File: src/rtl/cache_ctrl.sv
`default_nettype none
// ============================================================================
// cache_ctrl : tag/state sequencer for a write-back, write-allocate, true-LRU
//              set-associative cache with hit/miss/writeback statistics.
// Rev 1.0
// ============================================================================
module cache_ctrl #(
  parameter int ADDR_W   = 32,
  parameter int OFFSET_W = 6,
  parameter int INDEX_W  = 4,
  parameter int WAYS     = 4,
  parameter int CNT_W    = 32
) (
  input  logic                    clk,
  input  logic                    rst_n,
  input  logic                    req_valid,
  output logic                    req_ready,
  input  logic                    req_we,
  input  logic [ADDR_W-1:0]       req_addr,
  output logic                    resp_valid,
  output logic                    resp_hit,
  output logic [$clog2(WAYS)-1:0] resp_way,
  output logic                    mem_req,
  output logic                    mem_we,
  output logic [ADDR_W-1:0]       mem_addr,
  input  logic                    mem_ack,
  output logic [CNT_W-1:0]        hit_cnt,
  output logic [CNT_W-1:0]        miss_cnt,
  output logic [CNT_W-1:0]        wb_cnt
);

  localparam int TAG_W = ADDR_W - INDEX_W - OFFSET_W;
  localparam int WAY_W = $clog2(WAYS);
  localparam int SETS  = 1 << INDEX_W;

  localparam logic [WAY_W-1:0] AGE_MAX = WAY_W'(WAYS - 1);
  localparam logic [WAY_W-1:0] AGE_ONE = WAY_W'(1);
  localparam logic [CNT_W-1:0] CNT_ONE = CNT_W'(1);

  localparam logic [2:0] S_IDLE   = 3'd0;
  localparam logic [2:0] S_LOOKUP = 3'd1;
  localparam logic [2:0] S_WB     = 3'd2;
  localparam logic [2:0] S_FILL   = 3'd3;
  localparam logic [2:0] S_RESP   = 3'd4;

  logic [2:0]         state_q, state_d;
  logic               we_q, we_d;
  logic [TAG_W-1:0]   rtag_q, rtag_d;
  logic [INDEX_W-1:0] idx_q, idx_d;
  logic [WAY_W-1:0]   way_q, way_d;
  logic               hit_q, hit_d;
  logic [CNT_W-1:0]   hit_cnt_q, hit_cnt_d;
  logic [CNT_W-1:0]   miss_cnt_q, miss_cnt_d;
  logic [CNT_W-1:0]   wb_cnt_q, wb_cnt_d;

  logic [WAYS-1:0]    valid_q [SETS];
  logic [WAYS-1:0]    dirty_q [SETS];
  logic [TAG_W-1:0]   tag_q   [SETS][WAYS];
  logic [WAY_W-1:0]   age_q   [SETS][WAYS];

  logic [TAG_W-1:0]   req_tag;
  logic [INDEX_W-1:0] req_idx;
  logic               unused_offset;

  assign req_tag       = req_addr[ADDR_W-1:INDEX_W+OFFSET_W];
  assign req_idx       = req_addr[INDEX_W+OFFSET_W-1:OFFSET_W];
  assign unused_offset = ^req_addr[OFFSET_W-1:0];

  logic [WAYS-1:0]  match;
  logic             hit_any;
  logic [WAY_W-1:0] hit_way;
  logic             inv_any;
  logic [WAY_W-1:0] inv_way;
  logic [WAY_W-1:0] lru_way;
  logic [WAY_W-1:0] victim;

  generate
    for (genvar g = 0; g < WAYS; g++) begin : g_way
      assign match[g] = valid_q[idx_q][g] && (tag_q[idx_q][g] == rtag_q);
    end
  endgenerate

  // Descending scan so the lowest-numbered candidate wins.
  always_comb begin
    hit_way = '0;
    inv_any = 1'b0;
    inv_way = '0;
    lru_way = '0;
    for (int w = WAYS - 1; w >= 0; w--) begin
      if (match[w]) hit_way = WAY_W'(w);
      if (!valid_q[idx_q][w]) begin
        inv_any = 1'b1;
        inv_way = WAY_W'(w);
      end
      if (age_q[idx_q][w] == AGE_MAX) lru_way = WAY_W'(w);
    end
  end

  assign hit_any = |match;
  assign victim  = inv_any ? inv_way : lru_way;

  logic             acc_en;
  logic [WAY_W-1:0] acc_way;
  logic [WAY_W-1:0] acc_age;

  assign acc_en  = ((state_q == S_LOOKUP) && hit_any) || ((state_q == S_FILL) && mem_ack);
  assign acc_way = (state_q == S_LOOKUP) ? hit_way : way_q;
  assign acc_age = age_q[idx_q][acc_way];

  always_comb begin
    state_d    = state_q;
    we_d       = we_q;
    rtag_d     = rtag_q;
    idx_d      = idx_q;
    way_d      = way_q;
    hit_d      = hit_q;
    hit_cnt_d  = hit_cnt_q;
    miss_cnt_d = miss_cnt_q;
    wb_cnt_d   = wb_cnt_q;
    case (state_q)
      S_IDLE: begin
        if (req_valid) begin
          we_d    = req_we;
          rtag_d  = req_tag;
          idx_d   = req_idx;
          state_d = S_LOOKUP;
        end
      end
      S_LOOKUP: begin
        if (hit_any) begin
          hit_d     = 1'b1;
          way_d     = hit_way;
          hit_cnt_d = hit_cnt_q + CNT_ONE;
          state_d   = S_RESP;
        end else begin
          hit_d      = 1'b0;
          way_d      = victim;
          miss_cnt_d = miss_cnt_q + CNT_ONE;
          state_d    = (valid_q[idx_q][victim] && dirty_q[idx_q][victim]) ? S_WB : S_FILL;
        end
      end
      S_WB: begin
        if (mem_ack) begin
          wb_cnt_d = wb_cnt_q + CNT_ONE;
          state_d  = S_FILL;
        end
      end
      S_FILL: begin
        if (mem_ack) state_d = S_RESP;
      end
      S_RESP:  state_d = S_IDLE;
      default: state_d = S_IDLE;
    endcase
  end

  always_ff @(posedge clk or negedge rst_n) begin
    if (!rst_n) begin
      state_q    <= S_IDLE;
      we_q       <= 1'b0;
      rtag_q     <= '0;
      idx_q      <= '0;
      way_q      <= '0;
      hit_q      <= 1'b0;
      hit_cnt_q  <= '0;
      miss_cnt_q <= '0;
      wb_cnt_q   <= '0;
    end else begin
      state_q    <= state_d;
      we_q       <= we_d;
      rtag_q     <= rtag_d;
      idx_q      <= idx_d;
      way_q      <= way_d;
      hit_q      <= hit_d;
      hit_cnt_q  <= hit_cnt_d;
      miss_cnt_q <= miss_cnt_d;
      wb_cnt_q   <= wb_cnt_d;
    end
  end

  // Tag store; ages start as the identity permutation so way WAYS-1 is LRU.
  always_ff @(posedge clk or negedge rst_n) begin
    if (!rst_n) begin
      for (int s = 0; s < SETS; s++) begin
        valid_q[s] <= '0;
        dirty_q[s] <= '0;
        for (int w = 0; w < WAYS; w++) begin
          tag_q[s][w] <= '0;
          age_q[s][w] <= WAY_W'(w);
        end
      end
    end else begin
      if ((state_q == S_LOOKUP) && hit_any && we_q) begin
        dirty_q[idx_q][hit_way] <= 1'b1;
      end
      if ((state_q == S_FILL) && mem_ack) begin
        valid_q[idx_q][way_q] <= 1'b1;
        dirty_q[idx_q][way_q] <= we_q;
        tag_q[idx_q][way_q]   <= rtag_q;
      end
      if (acc_en) begin
        for (int w = 0; w < WAYS; w++) begin
          if (WAY_W'(w) == acc_way) begin
            age_q[idx_q][w] <= '0;
          end else if (age_q[idx_q][w] < acc_age) begin
            age_q[idx_q][w] <= age_q[idx_q][w] + AGE_ONE;
          end
        end
      end
    end
  end

  assign req_ready  = (state_q == S_IDLE);
  assign resp_valid = (state_q == S_RESP);
  assign resp_hit   = resp_valid & hit_q;
  assign resp_way   = resp_valid ? way_q : '0;
  assign mem_req    = (state_q == S_WB) || (state_q == S_FILL);
  assign mem_we     = (state_q == S_WB);

  always_comb begin
    mem_addr = '0;
    if (state_q == S_WB) begin
      mem_addr = {tag_q[idx_q][way_q], idx_q, {OFFSET_W{1'b0}}};
    end else if (state_q == S_FILL) begin
      mem_addr = {rtag_q, idx_q, {OFFSET_W{1'b0}}};
    end
  end

  assign hit_cnt  = hit_cnt_q;
  assign miss_cnt = miss_cnt_q;
  assign wb_cnt   = wb_cnt_q;

endmodule
`default_nettype wire

File: config.mk
export PLATFORM = sky130hd
export DESIGN_NAME = cache_ctrl
export DESIGN_NICKNAME = d
export VERILOG_FILES = /design/src/rtl/cache_ctrl.sv
export SDC_FILE = /design/constraint.sdc
export NUM_CORES = 2
export LEC_CHECK = 0
export BUFFER_PORTS_ARGS = -buffer_cell sky130_fd_sc_hd__buf_2
export CAP_MARGIN = 10
export CORE_MARGIN = 1.5
export CORE_UTILIZATION = 49
export DETAILED_ROUTE_END_ITERATION = 16
export PLACE_DENSITY = 0.67
export SLEW_MARGIN = 0
export SYNTH_ARGS = -nofsm -noshare
export SYNTH_HDL_FRONTEND = slang
export SYNTH_SLANG_ARGS = --single-unit
File: constraint.sdc
create_clock -name clk -period 5 [get_ports clk]
set_input_delay 1 -clock clk [delete_from_list [all_inputs] [get_ports clk]]
set_output_delay 1 -clock clk [all_outputs]
set_load 0.05 [all_outputs]
==> results_dict.tcl <==
set metrics [dict create \
    r2r-end "age_q[101]" \
    crit_slowest_cell "dfrtp_4" \
    clk_path_buf_depth 3 \
    clockRootBuffer "clkbuf_16" \
    path_clk_slew_ns 0.07 \
    core-area_um2 174600 \
    maxSlewHeadroom_pct 14.75 \
    fin_area_um2 105200 \
    cellLeakagePower_nw 47.81 \
    numCtsBuffers 191 \
    hold_violations 0 \
    hpwl_um 206300 \
    post-route-period-util_pct 106.6 \
    grt_pass1_wl_um 450300 \
    arrival_ns 6.09 \
    synthArstFlopShare_pct 100.0 \
    fp-row-count 153 \
    placed_area_um2 94460 \
    htreeDepth 4 \
    fmax_ghz 0.1877 \
    yosys.area.top_type "dfrtp_1" \
    cts.sinks 1793 \
    grt_usage_pct 34.37 \
    drt_iter0_drc 7757 \
    finalClockSkew_ns 0.06945 \
    cts_tree "yes" \
    finalSetupViolCount 151 \
    die_h_um 423.0 \
    clk_latency_ns 0.89 \
    initial_utilization_pct 49.51 \
    r2r_slack_ns -0.33 \
    ctsHoldBuffers 0 \
    drt_wl_total_um 310500 \
    worstSetupEndpoint "age_q[101]" \
    cp-end-kind "register" \
    status "finished, violations left" \
    avgSynthCellArea_um2 12.11 \
    post-route-min-period_ns 5.328 \
    yosysSeqAreaShare_pct 52.00 \
    critPathLaunch "idx_q[1]" \
    reg2reg_from "idx_q[1]" \
    synthTopCellsByArea "dfrtp_1 (50%), mux2_2 (13%), mux4_2 (9.9%)" \
    die_area_um2 178900 \
    synth_warnings 0 \
    drt_pass1_iterations 8 \
    path_max_fanout 8 \
    criticalPathCategory "register to register" \
    synthToLayoutAreaGrowth_pct 21.71 \
    final_cells 10220 \
    io_pins 172 \
    crit_chain "buf_12, buf_12, buf_16, buf_12, mux4_2, mux2_4, o311ai_2, buf_4, nand3_2, nor4_2, nand4_1, buf_4, a21boi_4, buf_6, nor3_4, o32a_1, buf_4, maj3_4, clkbuf_16, o21ai_4, o2bb2ai_2" \
    violations "negative setup slack" \
    synth_seq_cells 1793 \
    worst_slack_ns -0.3280 \
    antenna_found_initial 9 \
    yosysTopAreaCellShare_pct 50.06 \
    drcViolationCount 0 \
    placed_cells 9736 \
    nNetsFinal 7776 \
    p_per_area_nw_per_um2 597.0 \
    worstPathRequired_ns 5.76 \
    detail-route-antenna-nets 0 \
    wl_per_cell_um 30.38 \
    die_w_um 423.0 \
    grt_pass1_vias 64730 \
    hold_path.class "primary input to asynchronous set/reset pin" \
    fillers 13680 \
    via_count 65050 \
    drive_gt1_share_pct 41.21 \
    grt_start_max_net_pins 129 \
    grt-ovfl-total 0 \
    syn_inst 7139 \
    ys_types 100 \
    io_buffer_count 159 \
    detail_route.vias_per_cell 6.366 \
    synth_edf_count 0 \
    synthFlopType "dfrtp_1" \
    slew_viol_final 0 \
    rsz0062_at_grt "yes" \
    vdd_drop_max_mv 0.4631 \
    drv_cap 0 \
    worstSetupStartpointType "register" \
    gp_congestion 1.012 \
    syn-cell-area_um2 86430 \
    ff2ff_path_depth 21 \
    worst_slew_pin_slew_ns 1.279 \
    max_stage_delay_ns 0.53 \
]
## cell type report
cell class | count | area [µm²] | area share [%]
inverter | 73 | 307.8 | 0.2926
clock buffer | 275 | 5555 | 5.281
sequential | 1793 | 45000 | 42.77
clock inverter | 74 | 1008 | 0.9587
multi-input combinational | 4634 | 40680 | 38.67
antenna | 6 | 15.01 | 0.01427
timing repair buffer | 1039 | 9724 | 9.244
tap | 2325 | 2909 | 2.765
## synth_stat cells, types with 28 or more instances
cell / instances
a211oi_1: 28
a21oi_1: 157
a22oi_1: 54
buf_2: 79
buf_4: 39
clkbuf_1: 471
dfrtp_1: 1729
dfstp_2: 64
inv_1: 62
mux2_2: 966
mux2i_1: 254
mux4_2: 380
nand2_1: 900
nand2b_1: 53
nand3_1: 72
nor2_1: 224
nor3_1: 41
o211ai_1: 36
o21ai_0: 747
o221ai_1: 29
o22ai_1: 49
o2bb2ai_1: 67
or2_2: 42
xnor2_1: 136
xor2_1: 38
## sequential cells by signal, indices dropped and copies added, names as in the netlist
signal / count
wb_cnt: 32
tag_q: 1408
state_q: 3
hit_q: 1
valid_q: 64
we_q: 1
idx_q: 4
dirty_q: 64
hit_cnt: 32
rtag_q: 22
way_q: 2
miss_cnt: 32
age_q: 128
## routing by layer
metal,up-vias,GRT usage [%],wire (µm)
li1,26980,-,-
met1,33780,45.97,121100
met2,3407,50.70,137700
met3,888,8.764,30530
met4,2,20.26,21120
met5,-,0,14
## per-stage QoR
step / utilization (%) / setup slack (ns) / total power, mW / hold slack [ns] / setup TNS, ns
after global routing: 60.25 / -0.3954 / 64.49 / 0.1880 / -42.17
final: 60.25 / -0.3280 / 62.80 / 0.1516 / -33.00
after global placement: 54.10 / -0.6332 / 43.54 / 0.4436 / -70.13
after floorplan: - / -0.08627 / 31.83 / 0.4287 / -0.08627
after detailed placement: 54.10 / -0.6379 / 43.94 / 0.4469 / -68.85
after CTS: 59.22 / -0.1550 / 60.75 / 0.2248 / -8.643
## critical path: cells and delay by family (launching register included)
| family | cells | cell delay (ns) |
|---|---|---|
| multiplexers | 2 | 0.83 |
| adder cells (fa/ha/maj) | 1 | 0.39 |
| flip-flops | 1 | 0.53 |
| AND/OR/NAND/NOR | 4 | 0.79 |
| buffers and inverters | 9 | 1.56 |
| AO/OA/AOI/OAI | 5 | 1.04 |
## how the worst min path moves through the flow
| stage | to | slack [ns] |
|---|---|---|
| 2_1_floorplan | valid_q[20] | 0.43 |
| 3_3_place_gp | valid_q[20] | 0.44 |
| 3_5_place_dp | valid_q[52] | 0.45 |
| 4_1_cts | wb_cnt[7] | 0.22 |
| 5_1_grt | tag_q[1035] | 0.19 |
| 6_report | tag_q[1035] | 0.15 |
## kinds of logic (layout without fill, tap and decap cells)
group                      Yosys count  in the layout  share of synthesized area [%]
AOI/OAI and AO/OA                 1366           1366                          9.559
xor gates and xnor gates           174            174                          1.763
adders and majority gates            9              9                         0.1274
buffers and inverters              718           1461                          3.697
DFF                               1793           1793                          52.00
muxes                             1603           1603                          25.48
other                                1             12                       0.004339
and+or+nand+nor                   1475           1476                          7.364
## what timing repair did
| action | in CTS | in global routing |
|---|---|---|
| resized for setup | 372 | 299 |
| buffers inserted | 75 | 42 |
| endpoints found under the hold margin | 0 | 0 |
| endpoints found under the setup margin | 182 | 194 |
| cloned | 14 | 5 |
| pin swaps | 61 | 83 |
## cells in the final DEF, fill, tap and decap left out, drive strengths merged, types with 14 or more instances in the layout
| cell | Yosys | routed |
|---|---|---|
| o22ai | 49 | 49 |
| nor2 | 226 | 226 |
| o2bb2ai | 67 | 67 |
| xor2 | 38 | 38 |
| nor3 | 42 | 42 |
| a31oi | 17 | 17 |
| clkbuf | 471 | 280 |
| a221oi | 21 | 21 |
| mux2 | 968 | 968 |
| mux4 | 380 | 380 |
| and2 | 20 | 20 |
| o211ai | 36 | 36 |
| a211oi | 29 | 29 |
| buf | 174 | 1030 |
| a21oi | 157 | 157 |
| dfstp | 64 | 64 |
| and3 | 27 | 27 |
| nor2b | 22 | 22 |
| nand2 | 901 | 901 |
| bufinv | 0 | 14 |
| inv | 67 | 73 |
| a22oi | 54 | 54 |
| o21ai | 764 | 764 |
| xnor2 | 136 | 136 |
| or2 | 44 | 45 |
| clkinv | 6 | 55 |
| nand4 | 27 | 27 |
| o221ai | 29 | 29 |
| dfrtp | 1729 | 1729 |
| a22o | 19 | 19 |
| mux2i | 255 | 255 |
| nand3 | 73 | 73 |
| nand2b | 53 | 53 |
## power by group
group / leakage (nW) / switching (mW) / total, mW / internal, mW
registers: 24.3 / 1.90 / 18.8 / 16.9
clock network: 3.22 / 6.22 / 14.7 / 8.50
logic: 20.3 / 17.4 / 29.3 / 11.9
(Power assumes the default switching activity.)
